--- config.mk ---
export PLATFORM = sky130hd
export DESIGN_NAME = ks_sub_pipe_16b
export DESIGN_NICKNAME = d
export VERILOG_FILES = /design/src/rtl/ks_sub_pipe_16b.sv
export SDC_FILE = /design/constraint.sdc
export NUM_CORES = 1
export LEC_CHECK = 0
export CAP_MARGIN = 25
export CORE_ASPECT_RATIO = 1.4
export CORE_MARGIN = 1
export CORE_UTILIZATION = 50
export CTS_CLUSTER_DIAMETER = 200
export DETAILED_ROUTE_END_ITERATION = 10
export DONT_BUFFER_PORTS = 1
export REMOVE_ABC_BUFFERS = 1
export SYNTH_ARGS = -nofsm -noshare
export SYNTH_HDL_FRONTEND = slang
export SYNTH_SLANG_ARGS = --single-unit
--- constraint.sdc ---
create_clock -name clk -period 1.9 [get_ports clk]
set_clock_uncertainty 0.1 [all_clocks]
set_input_delay 0.38 -clock clk [delete_from_list [all_inputs] [get_ports clk]]
set_output_delay 0.38 -clock clk [all_outputs]
set_load 0.1 [all_outputs]
--- src/rtl/ks_sub_pipe_16b.sv ---
`default_nettype none
// ============================================================================
// Module      : ks_sub_pipe_16b
// Description : Pipelined 16-bit Kogge-Stone subtractor, D = X - Y - Bin,
//               computed as X + ~Y + ~Bin through a radix-2 prefix network.
//               Registers sit between prefix levels. The block has a
//               valid/ready handshake plus borrow, overflow and zero flags.
// Revision    : 1.0 - initial release
// ============================================================================
module ks_sub_pipe_16b #(
  parameter int WIDTH     = 16,
  parameter bit BYPASS_S2 = 1'b0
) (
  input  logic             clk,
  input  logic             rst,
  input  logic             in_valid,
  output logic             in_ready,
  input  logic [WIDTH-1:0] x,
  input  logic [WIDTH-1:0] y,
  input  logic             bin,
  output logic             out_valid,
  input  logic             out_ready,
  output logic [WIDTH-1:0] d,
  output logic             bout,
  output logic             ovf,
  output logic             zero
);

  // The prefix spans (1,2,4,8) are hard-wired for exactly 16 bits.
  generate
    if (WIDTH != 16) begin : g_width_check
      $fatal(1, "ks_sub_pipe_16b: WIDTH must be 16");
    end
  endgenerate

  // One Kogge-Stone carry-operator level: (G,P)[i] o (G,P)[i-span].
  function automatic logic [2*WIDTH-1:0] prefix_level(
    input logic [WIDTH-1:0] g,
    input logic [WIDTH-1:0] p,
    input int               span
  );
    logic [WIDTH-1:0] g_n;
    logic [WIDTH-1:0] p_n;
    g_n = g;
    p_n = p;
    for (int i = 0; i < WIDTH; i++) begin
      if (i >= span) begin
        g_n[i] = g[i] | (p[i] & g[i-span]);
        p_n[i] = p[i] & p[i-span];
      end
    end
    return {g_n, p_n};
  endfunction

  // Global advance enable: the whole pipe moves unless the output is stuck.
  logic en;
  logic out_valid_q;
  assign en       = ~out_valid_q | out_ready;
  assign in_ready = en;

  // ---------------------------------------------------------------- stage 1
  logic [WIDTH-1:0] y_inv;
  logic [WIDTH-1:0] g0;
  logic [WIDTH-1:0] s1_g_d, s1_p_d, s1_p0_d;
  logic             s1_c0_d, s1_x15_d, s1_y15_d, s1_v_d;
  logic [WIDTH-1:0] s1_g_q, s1_p_q, s1_p0_q;
  logic             s1_c0_q, s1_x15_q, s1_y15_q, s1_v_q;

  // Bitwise generate/propagate of x + ~y, then the span-1 prefix level.
  always_comb begin
    y_inv            = ~y;
    g0               = x & y_inv;
    s1_p0_d          = x ^ y_inv;
    {s1_g_d, s1_p_d} = prefix_level(g0, s1_p0_d, 1);
    s1_c0_d          = ~bin;
    s1_x15_d         = x[WIDTH-1];
    s1_y15_d         = y[WIDTH-1];
    s1_v_d           = in_valid & in_ready;
  end

  // Stage-1 register; everything holds while the output is stalled.
  always_ff @(posedge clk) begin
    if (rst) begin
      s1_g_q   <= '0;
      s1_p_q   <= '0;
      s1_p0_q  <= '0;
      s1_c0_q  <= 1'b0;
      s1_x15_q <= 1'b0;
      s1_y15_q <= 1'b0;
      s1_v_q   <= 1'b0;
    end else if (en) begin
      s1_g_q   <= s1_g_d;
      s1_p_q   <= s1_p_d;
      s1_p0_q  <= s1_p0_d;
      s1_c0_q  <= s1_c0_d;
      s1_x15_q <= s1_x15_d;
      s1_y15_q <= s1_y15_d;
      s1_v_q   <= s1_v_d;
    end
  end

  // ---------------------------------------------------------------- stage 2
  logic [WIDTH-1:0] l2_g, l2_p;
  logic [WIDTH-1:0] s2_g_d, s2_p_d;
  logic [WIDTH-1:0] s2_g, s2_p, s2_p0;
  logic             s2_c0, s2_x15, s2_y15, s2_v;

  // Prefix levels with spans 2 and 4.
  always_comb begin
    {l2_g, l2_p}     = prefix_level(s1_g_q, s1_p_q, 2);
    {s2_g_d, s2_p_d} = prefix_level(l2_g, l2_p, 4);
  end

  generate
    if (BYPASS_S2) begin : g_s2_bypass
      assign s2_g   = s2_g_d;
      assign s2_p   = s2_p_d;
      assign s2_p0  = s1_p0_q;
      assign s2_c0  = s1_c0_q;
      assign s2_x15 = s1_x15_q;
      assign s2_y15 = s1_y15_q;
      assign s2_v   = s1_v_q;
    end else begin : g_s2_reg
      logic [WIDTH-1:0] s2_g_q, s2_p_q, s2_p0_q;
      logic             s2_c0_q, s2_x15_q, s2_y15_q, s2_v_q;

      // Middle pipeline register between the span-4 and span-8 levels.
      always_ff @(posedge clk) begin
        if (rst) begin
          s2_g_q   <= '0;
          s2_p_q   <= '0;
          s2_p0_q  <= '0;
          s2_c0_q  <= 1'b0;
          s2_x15_q <= 1'b0;
          s2_y15_q <= 1'b0;
          s2_v_q   <= 1'b0;
        end else if (en) begin
          s2_g_q   <= s2_g_d;
          s2_p_q   <= s2_p_d;
          s2_p0_q  <= s1_p0_q;
          s2_c0_q  <= s1_c0_q;
          s2_x15_q <= s1_x15_q;
          s2_y15_q <= s1_y15_q;
          s2_v_q   <= s1_v_q;
        end
      end

      assign s2_g   = s2_g_q;
      assign s2_p   = s2_p_q;
      assign s2_p0  = s2_p0_q;
      assign s2_c0  = s2_c0_q;
      assign s2_x15 = s2_x15_q;
      assign s2_y15 = s2_y15_q;
      assign s2_v   = s2_v_q;
    end
  endgenerate

  // ---------------------------------------------------------------- stage 3
  logic [WIDTH-1:0] g4, p4;
  logic [WIDTH:0]   carry;
  logic [WIDTH-1:0] d_d, d_q;
  logic             bout_d, ovf_d, zero_d, out_valid_d;
  logic             bout_q, ovf_q, zero_q;

  // Span-8 level, fold in the carry-in, then form the difference and flags.
  always_comb begin
    {g4, p4} = prefix_level(s2_g, s2_p, 8);
    carry    = '0;
    carry[0] = s2_c0;
    for (int i = 0; i < WIDTH; i++) begin
      carry[i+1] = g4[i] | (p4[i] & s2_c0);
    end
    d_d         = s2_p0 ^ carry[WIDTH-1:0];
    bout_d      = ~carry[WIDTH];
    ovf_d       = (s2_x15 != s2_y15) & (d_d[WIDTH-1] != s2_x15);
    zero_d      = ~|d_d;
    out_valid_d = s2_v;
  end

  // Output register; holds result and flags stable during backpressure.
  always_ff @(posedge clk) begin
    if (rst) begin
      d_q         <= '0;
      bout_q      <= 1'b0;
      ovf_q       <= 1'b0;
      zero_q      <= 1'b0;
      out_valid_q <= 1'b0;
    end else if (en) begin
      d_q         <= d_d;
      bout_q      <= bout_d;
      ovf_q       <= ovf_d;
      zero_q      <= zero_d;
      out_valid_q <= out_valid_d;
    end
  end

  assign d         = d_q;
  assign bout      = bout_q;
  assign ovf       = ovf_q;
  assign zero      = zero_q;
  assign out_valid = out_valid_q;

endmodule
`default_nettype wire

== After elaboration in Yosys (flattened, before gate mapping) ==
Cells that the tools add are included.

* Bits in registers: 124
* Input port bits: 37
* Output and inout bits: 21

* Equal/unequal tests: 2
* Bitwise operators: 189
* Reduce and logical (&&, ||, !) cells: 2

{| class="wikitable"
|+ Operators by type and width
! cell !! number
|-
| $and A1 B1 Y1 || 116
|-
| $or A1 B1 Y1 || 66
|-
| $xor A16 B16 Y16 || 2
|-
| $and A16 B16 Y16 || 1
|-
| $not A16 Y16 || 1
|-
| $reduce_or A16 Y1 || 1
|-
| $not A1 Y1 || 3
|-
| $ne A1 B1 Y1 || 2
|-
| $logic_not A1 Y1 || 1
|}

== Depth between registers and ports, before layout ==
* Depth in word-level cells: 6
* Depth in mapped cells: 7

== Worst setup path before layout ==
OpenSTA, ideal clock, no wires.

* Path type: register to output
* From: register out_valid_q, in the netlist out_valid
* To: output in_ready
* Data arrival time: 2.470 ns
* Required time: 1.420 ns
* Slack: -1.050 ns
* Cell stages (with the launch flop): 6
* Cells stage by stage: dfxtp_1 -> nor2b_1 -> clkbuf_1 -> inv_2 -> clkbuf_1 -> clkbuf_1

* Word-level cells in the longest chain between the ends: 2

{| class="wikitable"
|+ RTL lines
! element !! line !! RTL
|-
| start: declaration || 57 || <nowiki>logic out_valid_q;</nowiki>
|-
| start signal: assignment || 193 || <nowiki>out_valid_q <= out_valid_d;</nowiki>
|-
| $not A1 Y1 || 58 || <nowiki>assign en = ~out_valid_q | out_ready;</nowiki>
|-
| $or A1 B1 Y1 || 58 ||
|-
| end: declaration || 17 || <nowiki>output logic in_ready,</nowiki>
|}

Every way passes these cells.

== Final worst setup path ==
* From: register out_valid_q, in the netlist out_valid
* To: register g_s2_reg.s2_p0_q[11]

* Word-level cells in the longest chain between the ends: 2

{| class="wikitable"
|+ RTL lines
! element !! line !! RTL
|-
| $not A1 Y1 || 58 ||
|-
| $or A1 B1 Y1 || 58 ||
|-
| end signal: assignment || 140 || <nowiki>s2_p0_q <= s1_p0_q;</nowiki>
|-
| end: declaration || 124 || <nowiki>logic [WIDTH-1:0] s2_g_q, s2_p_q, s2_p0_q;</nowiki>
|}

Every way passes these cells.
A chain may end at the register's enable or synchronous reset.

==> flow_summary.yaml <==
grt:
  grtUsageMet1_pct: 31.3
  grt_pass1_vias: 4387
  gr-usage-met2_pct: 46.6
  antenna_found_initial: 0
  grt_pass1_wl_um: 21500
  overflow: 0
  grt_usage_pct: 27.1
  use_met3_pct: 6.96
  grt_max_degree: 71
  grt.busiest_layer: "met2"
timing:
  setup_violations: 0
  setup-tns-final_ps: 0
  layout_min_cycle_time_ps: 1890
  max_freq_mhz: 529
  period_share_pct: 99.5
  tightest_slew_ps: 318
  grt_setup_unrepaired: "true"
  whs_ps: -53.7
  relSlewSlack_pct: 78.7
  drv_slew: 0
  finalHoldViolCount: 1
synthesis:
  ys_async_sr_fraction_pct: 0
  synth_top_cell_area_share_pct: 48.6
  avgSynthCellArea_um2: 8.10
  synth_cell_type_count: 35
  synth_ff_type: "dfxtp_1"
  synth_area_um2: 5020
  ys_seq_area_share_pct: 48.6
  yosys-top-cells-count: "144 x nand2_1, 122 x dfxtp_1, 88 x a21oi_1"
  synth.most_common_cell: "nand2_1"
  synth_area_leaders: "dfxtp_1 49%, nand2_1 11%, a21oi_1 8.8%"
  synth_edf_count: 0
  ys_warn_count: 0
  synth_seq_cells: 122
  yosysTopAreaCell: "dfxtp_1"
  syn_inst: 620
clock_network:
  cts_tree: "built"
  clockBufferDepth: 2
  clock_latency_ps: 410
  cts_root_buffer: "clkbuf_16"
  cts.sinks: 122
  h-tree-depth: 4
  cts_buffers: 17
  clkSlewWorstSetupHoldPaths_ps: 60
placement:
  place_area_um2: 5320
  hpwl_um: 8560
  io_buffers: 0
  place_inst: 744
  place.gp.congestion: 0.799
final_layout:
  fin_cells: 840
  area_growth_pct: 34.8
  fin_area_um2: 6770
  fin_util_pct: 70.4
  multi_input_area_um2: 2370
  drive_above_1_share_pct: 12.9
  n_antenna_cell: 0
  regArea_um2: 2450
  nets: 749
  nFillCells: 799
floorplan:
  io_pins: 58
  dieArea_um2: 10500
  initial_core_util_pct: 52.2
  chipWidth_um: 86.7
  rows: 42
  design.core.area_um2: 9620
  die_h_um: 121
drt:
  wire_per_inst_um: 17.4
  drt_wl_total_um: 14600
  ant_nets: 0
  first_pass_iters: 5
  vias_per_cell: 5.53
  drt_iter0_drc: 311
  drc: 0
  vias: 4648
setup_path:
  path_delay_family: "buffers and inverters"
  worst-path-buf-inv: 3
  max_stage_delay_ps: 600
  crit_path_end_kind: "flop"
  critPathKind: "reg2reg"
  cp_cell_sequence: "nor2b_4, buf_12, buf_12, nand2_1, a21oi_1, dlygate4sd3_1"
  critical_path.slowest_cell: "dlygate4sd3_1"
  crit_path_frequent_cell: "buf_12"
  cp_max_fo: 35
  cp.required_ps: 2150
  cp-start-kind: "flop"
  cp_data_arrival_time_ps: 2140
power_and_ir_drop:
  peakVddDrop_uv: 665
  powerDensity_nw_per_um2: 1040
  p_leak_uw: 0.00295
run_status:
  run_status: "finished with violations"
  violations: "hold timing"
run:
  cap_violations: 0
min_path:
  worstHoldPathType: "in2reg"
final timing paths:
kind / cells past startpoint / slack, ps / start / to
hold / removal: 1 / -50 / rst / d[14]$_SDFFE_PP0N_
hold reg to reg: 2 / 350 / d[4]$_SDFFE_PP0N_ / d[4]$_SDFFE_PP0N_
setup / recovery: 6 / 10 / out_valid$_SDFFE_PP0N_ / g_s2_reg.s2_p0_q[11]$_SDFFE_PP0N_
setup reg to reg: 6 / 10 / out_valid$_SDFFE_PP0N_ / g_s2_reg.s2_p0_q[11]$_SDFFE_PP0N_
sequential cells by signal, summed over array words and instances, names as in the netlist, 15 cells and up:
| register | flops |
|---|---|
| d | 16 |
| g_s2_reg.s2_g_q | 16 |
| g_s2_reg.s2_p0_q | 15 |
| g_s2_reg.s2_p_q | 16 |
| s1_g_q | 16 |
| s1_p0_q | 15 |
| s1_p_q | 16 |
what timing repair did:
item / 4_1_cts / 5_1_grt
resized for setup: 1 / 22
endpoints found under the hold margin: 119 / 2
cloned: 0 / 8
hold buffers: 52 / 1
pin swaps: 0 / 5
setup buffers: 0 / 4
endpoints found under the setup margin: 1 / 45
kinds of logic (layout without fill, tap and decap cells):
family	after synthesis	count (layout)	synth area share, %
AO/OA/AOI/OAI	149	149	18.6
XOR/XNOR	15	15	2.62
adder cells (fa/ha/maj)	17	17	4.24
buffers and inverters	62	150	4.78
flip-flops	122	122	48.6
AND/OR/NAND/NOR	255	255	21.1
cell type report:
cell class / count / share of cell area [%]
repair inverters: 1 / 0.0924
clock buffers: 21 / 6.95
clock inverters: 11 / 2.13
multi-input cells: 436 / 35.1
repair buffers: 96 / 15.8
inverters: 21 / 1.41
flip-flops and latches: 122 / 36.1
well taps: 132 / 2.44
metal layers:
metal	vias up	wire length, um	part of all wire, %
met5	-	0	0
met4	0	469	3.2
met3	26	614	4.2
met2	156	7570	52
met1	2200	5980	41
li1	2266	-	-
where the power goes:
group | internal (uW) | leakage (uW) | switching (uW)
clock | 2160 | 0.000291 | 1140
sequential | 2720 | 0.00100 | 129
combinational | 366 | 0.00166 | 554
total | 5240 | 0.00295 | 1820
placed cells by master, fill, tap and decap left out, drive strengths merged:
cell type      n
nand4          2
nor2          54
a221oi         1
a31o           1
nor3b          1
clkinvlp       4
a21oi         91
nor4           2
buf           39
inv           22
a311oi         3
nor3          25
dfxtp        122
nand2        144
and2b          1
o31a           2
a32oi         10
dlygate4sd3   51
and3           4
o21bai         4
nor2b          1
clkinv         4
bufinv         3
nand3b         1
nand3         18
clkbuf        27
or4            1
a21o          13
xor2           6
xnor2          9
a211oi        21
ha            17
a31oi          3
or3b           1
metrics by stage:
| stage | setup slack [ps] | power, uW |
|---|---|---|
| 4_1_cts | 21.3 | 7040 |
| 2_1_floorplan | -7160 | 3420 |
| 5_1_grt | -59.6 | 7280 |
| 3_3_place_gp | 29.7 | 3630 |
| 6_report | 9.89 | 7060 |
| 3_5_place_dp | 2.11 | 3640 |
(Power assumes the default switching activity.)
